===== config.mk =====
export PLATFORM = sky130hd
export DESIGN_NAME = seq_tiled_multiplier
export DESIGN_NICKNAME = d
export VERILOG_FILES = /design/src/rtl/mult_pkg.sv /design/src/rtl/mul2x2_tile.sv /design/src/rtl/seq_tiled_multiplier.sv
export SDC_FILE = /design/constraint.sdc
export NUM_CORES = 1
export LEC_CHECK = 0
export CORE_AREA = 2 2 88 90
export CTS_CLUSTER_DIAMETER = 100
export DETAILED_ROUTE_END_ITERATION = 8
export DIE_AREA = 0 0 90 92
export GPL_ROUTABILITY_DRIVEN = 1
export GPL_TIMING_DRIVEN = 0
export MAX_ROUTING_LAYER = met4
export PLACE_DENSITY = 0.71
export SLEW_MARGIN = 30
export SYNTH_ARGS = -nofsm -noshare
export SYNTH_HDL_FRONTEND = slang
export SYNTH_SLANG_ARGS = --single-unit

===== constraint.sdc =====
create_clock -name clk -period 5.2 [get_ports clk]
set_input_delay 1.56 -clock clk [delete_from_list [all_inputs] [get_ports clk]]
set_output_delay 1.56 -clock clk [all_outputs]
set_load 0.01 [all_outputs]

===== src/rtl/mult_pkg.sv =====
// Shared types and the exact 2x2 tile function used by the tiled multipliers.
package mult_pkg;

    localparam int DIGIT_W = 2;

    typedef enum logic [1:0] {IDLE, RUN, DONE} state_t;

    // Two shifted partial products of a 2-bit by 2-bit multiply; 3*3 yields 4'd9.
    function automatic logic [3:0] tile_mul2x2(input logic [1:0] x, input logic [1:0] y);
        return {2'b00, x & {2{y[0]}}} + {1'b0, x & {2{y[1]}}, 1'b0};
    endfunction

endpackage


===== src/rtl/mul2x2_tile.sv =====
// Exact combinational 2x2 -> 4 unsigned multiplier tile.
module mul2x2_tile
    import mult_pkg::*;
(
    input  logic [1:0] x,
    input  logic [1:0] y,
    output logic [3:0] prod
);

    assign prod = tile_mul2x2(x, y);

endmodule


===== src/rtl/seq_tiled_multiplier.sv =====
// Multi-cycle unsigned multiplier: one 2-bit digit of b per clock, row built from 2x2 tiles.
module seq_tiled_multiplier
    import mult_pkg::*;
#(
    parameter int WIDTH = 8
) (
    input  logic               clk,
    input  logic               rst,
    input  logic               in_valid,
    output logic               in_ready,
    input  logic [WIDTH-1:0]   a,
    input  logic [WIDTH-1:0]   b,
    output logic               out_valid,
    input  logic               out_ready,
    output logic [2*WIDTH-1:0] p,
    output logic               busy
);

    localparam int NDIG  = WIDTH / DIGIT_W;
    localparam int ROW_W = WIDTH + 2;
    localparam int ACC_W = 2 * WIDTH;
    localparam int K_W   = (NDIG > 1) ? $clog2(NDIG) : 1;

    state_t            state, state_nxt;
    logic [WIDTH-1:0]  a_reg, b_reg;
    logic [ACC_W-1:0]  acc, acc_nxt;
    logic [K_W-1:0]    k;
    logic [DIGIT_W-1:0] digit;
    logic [3:0]        tile_out [NDIG];
    logic [ROW_W-1:0]  row;
    logic              last_digit;

    assign digit      = DIGIT_W'(b_reg >> {k, 1'b0});
    assign last_digit = (k == K_W'(NDIG - 1));

    for (genvar j = 0; j < NDIG; j++) begin : g_tile
        mul2x2_tile u_tile (
            .x   (a_reg[DIGIT_W*j +: DIGIT_W]),
            .y   (digit),
            .prod(tile_out[j])
        );
    end

    always_comb begin
        row = '0;
        for (int j = 0; j < NDIG; j++) begin
            row = row + (ROW_W'(tile_out[j]) << (DIGIT_W * j));
        end
    end

    assign acc_nxt = acc + (ACC_W'(row) << {k, 1'b0});

    always_ff @(posedge clk) begin
        if (rst) begin
            state <= IDLE;
        end else begin
            state <= state_nxt;
        end
    end

    always_comb begin
        state_nxt = state;
        in_ready  = 1'b0;
        out_valid = 1'b0;
        busy      = 1'b0;
        case (state)
            IDLE: begin
                in_ready = 1'b1;
                if (in_valid) state_nxt = RUN;
            end
            RUN: begin
                busy = 1'b1;
                if (last_digit) state_nxt = DONE;
            end
            DONE: begin
                out_valid = 1'b1;
                if (out_ready) state_nxt = IDLE;
            end
            default: state_nxt = IDLE;
        endcase
    end

    // p is captured once at the final digit so it stays put after the handshake.
    always_ff @(posedge clk) begin
        if (rst) begin
            a_reg <= '0;
            b_reg <= '0;
            acc   <= '0;
            k     <= '0;
            p     <= '0;
        end else begin
            case (state)
                IDLE: begin
                    if (in_valid) begin
                        a_reg <= a;
                        b_reg <= b;
                        acc   <= '0;
                        k     <= '0;
                    end
                end
                RUN: begin
                    acc <= acc_nxt;
                    k   <= k + 1'b1;
                    if (last_digit) p <= acc_nxt;
                end
                default: ;
            endcase
        end
    end

endmodule


# == After elaboration in Yosys (flattened, before gate mapping) ==
# Cells that the tools add are included.
# op_classes
n_mux,11
bitwise,8
n_addsub,9
n_shift,2
eq_ne,6
n_reduce_logical,6
# op_table
operator,n
$pmux 16 s2,1
$add 16x16->16,1
$add 2x3->4,4
$and 2x2->2,8
$mux 16,1
$shl 10x3->16,1
$add 9x10->10,1
$add 7x8->9,1
$mux 2,4
$shr 8x3->2,1
$add 4x6->7,1
$ne 2x2->1 const B,3
$pmux 2 s3,1
$reduce_and 2->1,3
$eq 2x2->1 const B,2
$pmux 2 s2,1
$mux 1,3
$reduce_and 3->1,1
$add 2x1->2 const B,1
$eq 2x1->1 const B,1
$logic_not 2->1,1
$reduce_bool 2->1,1
# totals
in_bits,20
ff_bits,52
wordCells,48

# == Longest topological paths before layout ==
# depth
depth_word,9
mapped_depth,22
mapped_depth_nobuf,21

# == Modules after synthesis ==
# Synthesis repeated with hierarchy kept, for this count alone.
# hier_totals
cells_unflattened,413
hier_area_um2,3273.1
# modules_own_cells
mod,area_each_um2,n_inst,seq_area_each_um2,cells_per_inst
seq_tiled_multiplier,3072.9,1,1041.0,389
mul2x2_tile,50.0,4,0.0,6

# == Least setup slack after synthesis ==
# OpenSTA, ideal clock, no wires.
# synth_path
kind,register to register
startpoint,register k[0]
endpoint,register p[15]
setup_ns,0.091
period_less_slack_ns,5.271
stages_incl_launch_ff,23
path_slack_ns,-0.071
t_arrival_ns,5.180
n_path_buf,1
cell_sequence,dfxtp_1 > clkbuf_1 > mux4_2 > and2_1 > ha_1 > ha_1 > ha_1 > a31o_2 > a21o_1 > a21o_1 > a21oi_1 > xor2_1 > o21a_1 > mux2i_1 > ha_1 > and4_4 > a221oi_2 > o21ai_1 > a31o_2 > a221oi_4 > xor2_1 > nand2_1 > a311oi_1
# synth_via
elab_chain_len,8
# synth_lines
item,line_no,text
"start, declared",seq_tiled_multiplier.sv:27,logic [K_W-1:0] k;
"start signal, assigned",seq_tiled_multiplier.sv:103,k <= k + 1'b1;
$shr 8x3->2,seq_tiled_multiplier.sv:33,"assign digit = DIGIT_W'(b_reg >> {k, 1'b0});"
$and 2x2->2,mult_pkg.sv:10,"return {2'b00, x & {2{y[0]}}} + {1'b0, x & {2{y[1]}}, 1'b0};"
$add 2x3->4,mult_pkg.sv:10,
$add 4x6->7,seq_tiled_multiplier.sv:47,row = row + (ROW_W'(tile_out[j]) << (DIGIT_W * j));
$add 7x8->9,seq_tiled_multiplier.sv:47,
$add 9x10->10,seq_tiled_multiplier.sv:47,
$shl 10x3->16,seq_tiled_multiplier.sv:51,"assign acc_nxt = acc + (ACC_W'(row) << {k, 1'b0});"
$add 16x16->16,seq_tiled_multiplier.sv:51,
"end signal, assigned",seq_tiled_multiplier.sv:104,if (last_digit) p <= acc_nxt;
"end, declared",seq_tiled_multiplier.sv:15,"output logic [2*WIDTH-1:0] p,"
# Parallel ways exist; a longest one is shown, timed or not.
# A chain may end at the register's enable or synchronous reset.

# == Worst setup path in the final report ==
# Same ends and word-level chain as after synthesis.

==> run_results.csv <==
group,metric,value,unit
die,dieArea,0.00828,mm2
final_layout,area_growth,28.6,%
worst_setup_path,reg2reg_slack,0.08,ns
grt,grtUsageTotal,0.206,
yosys,syn_area,0.00325,mm2
worst_setup_path,r2r-end,"p[15]",
route,drt-initial-drc-count,171,
timing,tns,0,ns
clock_network,clock_latency,0.31,ns
yosys,synth_edf_count,0,
yosys,synth.distinct_cells,42,
yosys,synth_xor_area_frac,0.0459,
die,die_h,92,um
route,num_vias,3093,
pwr,p_per_area,208,mW/mm2
clock_network,htree_num_levels,2,
route,wire_per_inst,13.9,um
yosys,async_reset_ff_frac,0,
yosys,ys_ff_latch,52,
clock_network,cts_buffers,5,
worst_setup_path,cp.required,5.43,ns
timing,skew,0.00990,ns
worst_hold_path,min_to,"p[7]",
timing,slew_headroom,0.425,
yosys,syn_area_per_cell,7.68,um2
route,wl,8170,um
place,place_congestion,0.951,
route,antenna_left,0,
yosys,synthMuxAreaShare,0.0262,
place,placed_cells,563,
timing,setup_viol,0,
worst_setup_path,path_cells,"buf_8, mux4_2, and2_4, ha_2, ha_4, ha_4, a31o_2, a21o_1, a21o_1, a21oi_2, xor2_2, o21a_1, mux2i_1, ha_1, and4_4, a221oi_2, o21ai_1, a31o_2, a221oi_4, xor2_1, nand2_1, a311oi_1",
yosys,yosysTopAreaCell,"dfxtp_1",
yosys,yosysTopAreaCellShare,0.321,
worst_setup_path,slowest_delay,0.53,ns
die,row_count,32,
worst_hold_path,worstHoldStart,"p[7]",
timing,period_share,0.984,
final_layout,design_area,0.00418,mm2
worst_setup_path,worst-r2r-cell-count,22,
yosys,synth_ff_type,"dfxtp_1",
worst_hold_path,hp-class,"reg -> reg",
timing,finalMaxSlewViolations,0,
worst_setup_path,path_class,"reg -> reg",
yosys,synth_top_family_by_area,"simple AND/OR/NAND/NOR gates",
grt,grt_pass1_vias,2939,
final_layout,layout-drive-gt1-share,0.115,
worst_setup_path,cp-start-kind,"flop",
grt,grt_first_pass_wirelength,13500,um
yosys,synthSimpleGateAreaFrac,0.247,
die,die_w,90,um
grt,grt_overflow_total,0,
pwr,report.power.total,867,uW
clock_network,clock_path_buffers,2,
worst_setup_path,worst-endpoint-arrival,5.34,ns
die,ioPinCount,39,
timing,min_period,5.12,ns
timing,finalHoldViolations,0,
yosys,yosysWarnings,0,
route,dr.pass1.iters,4,
clock_network,clock-sinks,52,
place,port_buffers,38,
yosys,synth_cells,423,
flow_run,cap_violations,0,
worst_setup_path,worstSetupEndpointType,"flop",
worst_setup_path,reg2reg_from,"k[0]",
worst_setup_path,crit_fanout,4,
yosys,synth_fa_ha_area_frac,0.124,
route,post_drt_via_cell_ratio,5.27,
yosys,synth_area_leaders,"dfxtp_1 32%, ha_1 11%, nand2_1 11%",
grt,grt_antenna_before_repair,0,
yosys,synth-compound-area-share,0.198,
timing,fmax,195,MHz
final_layout,diodes,0,
die,core_area,0.00745,mm2
die,start_util,0.436,
place,dpl_cell_area,0.00376,mm2
route,drcViolationCount,0,
final_layout,final_common_cell,"nand2_1",
final_layout,mostFrequentLayoutCells,"94 x nand2_1, 51 x a21oi_1, 51 x dfxtp_1",
pwr,peakVddDrop,0.106,mV
final_layout,instances_no_fill,587,
clock_network,cts_tree,"done",
worst_setup_path,crit_slowest_cell,"mux4_2",
yosys,ys_seq_area_frac,0.321,
yosys,synth_nets,474,
clock_network,path_clk_slew,0.10,ns
pwr,p_leak,0.00173,uW
final_layout,layout.nets,536,
grt,grt_max_degree,16,
final_layout,reg_top3,"acc x16, p x16",
place,hpwl,5880,um
timing,worst_slew_pin_slew,0.856,ns
outcome,status,"finished clean",
clock_network,cts_root_buffer,"clkbuf_8",
worst_hold_path,min_delay_path_depth,2,
cell type report:
class	instances	area (um2)
buffer	20	87.6
clock buffer	5	68.8
clock inverter	2	60.1
fill	717	3270
inverter	13	48.8
multi-input combinational	338	2230
sequential	52	1040
tap	102	128
timing repair buffer	55	515
synth_stat cells (5+ instances only):
cell type,number
nand2_1,96
and2_1,16
nor2_1,26
a21oi_1,55
a21o_1,7
inv_1,12
ha_1,29
dfxtp_1,52
nor3_1,5
o21ai_0,14
xnor2_1,9
xor2_1,8
clkbuf_1,18
o21a_1,5
nand2b_1,5
nand3_1,20
power by group:
group / internal (uW) / leakage, uW / switching, uW
Sequential: 409 / 0.000422 / 7.41
Combinational: 52.8 / 0.00125 / 70.0
Clock: 190 / 0.0000642 / 139
Total: 651 / 0.00173 / 216
worst max-delay path, delay by kind of cell (launching register included):
kind,cells,cell delay (ns)
AND/OR/NAND/NOR,3,0.40
flip-flops,1,0.36
multiplexers,2,0.77
adder cells (fa/ha/maj),4,0.97
XOR/XNOR,2,0.32
AO/OA/AOI/OAI,10,2.10
buffers and inverters,1,0.11
per-stage QoR:
stage / util / hold slack (ns) / worst slack, ns
final: 0.561 / 0.456 / 0.0849
after global routing: 0.561 / 0.478 / -0.0621
after CTS: 0.538 / 0.459 / 0.000664
after detailed placement: 0.504 / 0.446 / -0.409
after global placement: 0.504 / 0.441 / -0.306
after floorplan: - / 0.422 / 0.0579
worst max path at each step:
stage                     from     to  slack (ns)  depth (start not counted)
after floorplan           k[0]  p[15]        0.06                         22
after global placement    k[0]  p[15]       -0.31                         22
after detailed placement  k[0]  p[15]       -0.41                         22
after CTS                 k[0]  p[15]      0.0007                         22
after global routing      k[0]  p[15]       -0.06                         22
final                     k[0]  p[15]        0.08                         22
repair_timing:
action,in CTS,in global routing
gates resized for setup,9,21
hold buffers,0,0
buffers inserted,11,6
pin swaps,9,21
endpoints found under the setup margin,5,7
cells by family (layout without fill, tap and decap cells):
| kind of cell | after synthesis | in the layout |
|---|---|---|
| AOI/OAI and AO/OA | 104 | 104 |
| xor gates and xnor gates | 17 | 17 |
| adders and majority gates | 31 | 31 |
| buffers and inverters | 33 | 95 |
| DFF | 52 | 52 |
| muxes | 6 | 6 |
| and+or+nand+nor | 180 | 180 |
routing by layer:
metal  part of all wire  GRT usage  up-vias
li1                   -          -     1584
met1               0.45      0.252     1444
met2               0.49      0.352       53
met3              0.036     0.0337       12
met4              0.017     0.0577        0
met5                  0          -        -
No activity file was read; power rests on OpenSTA's default activity.
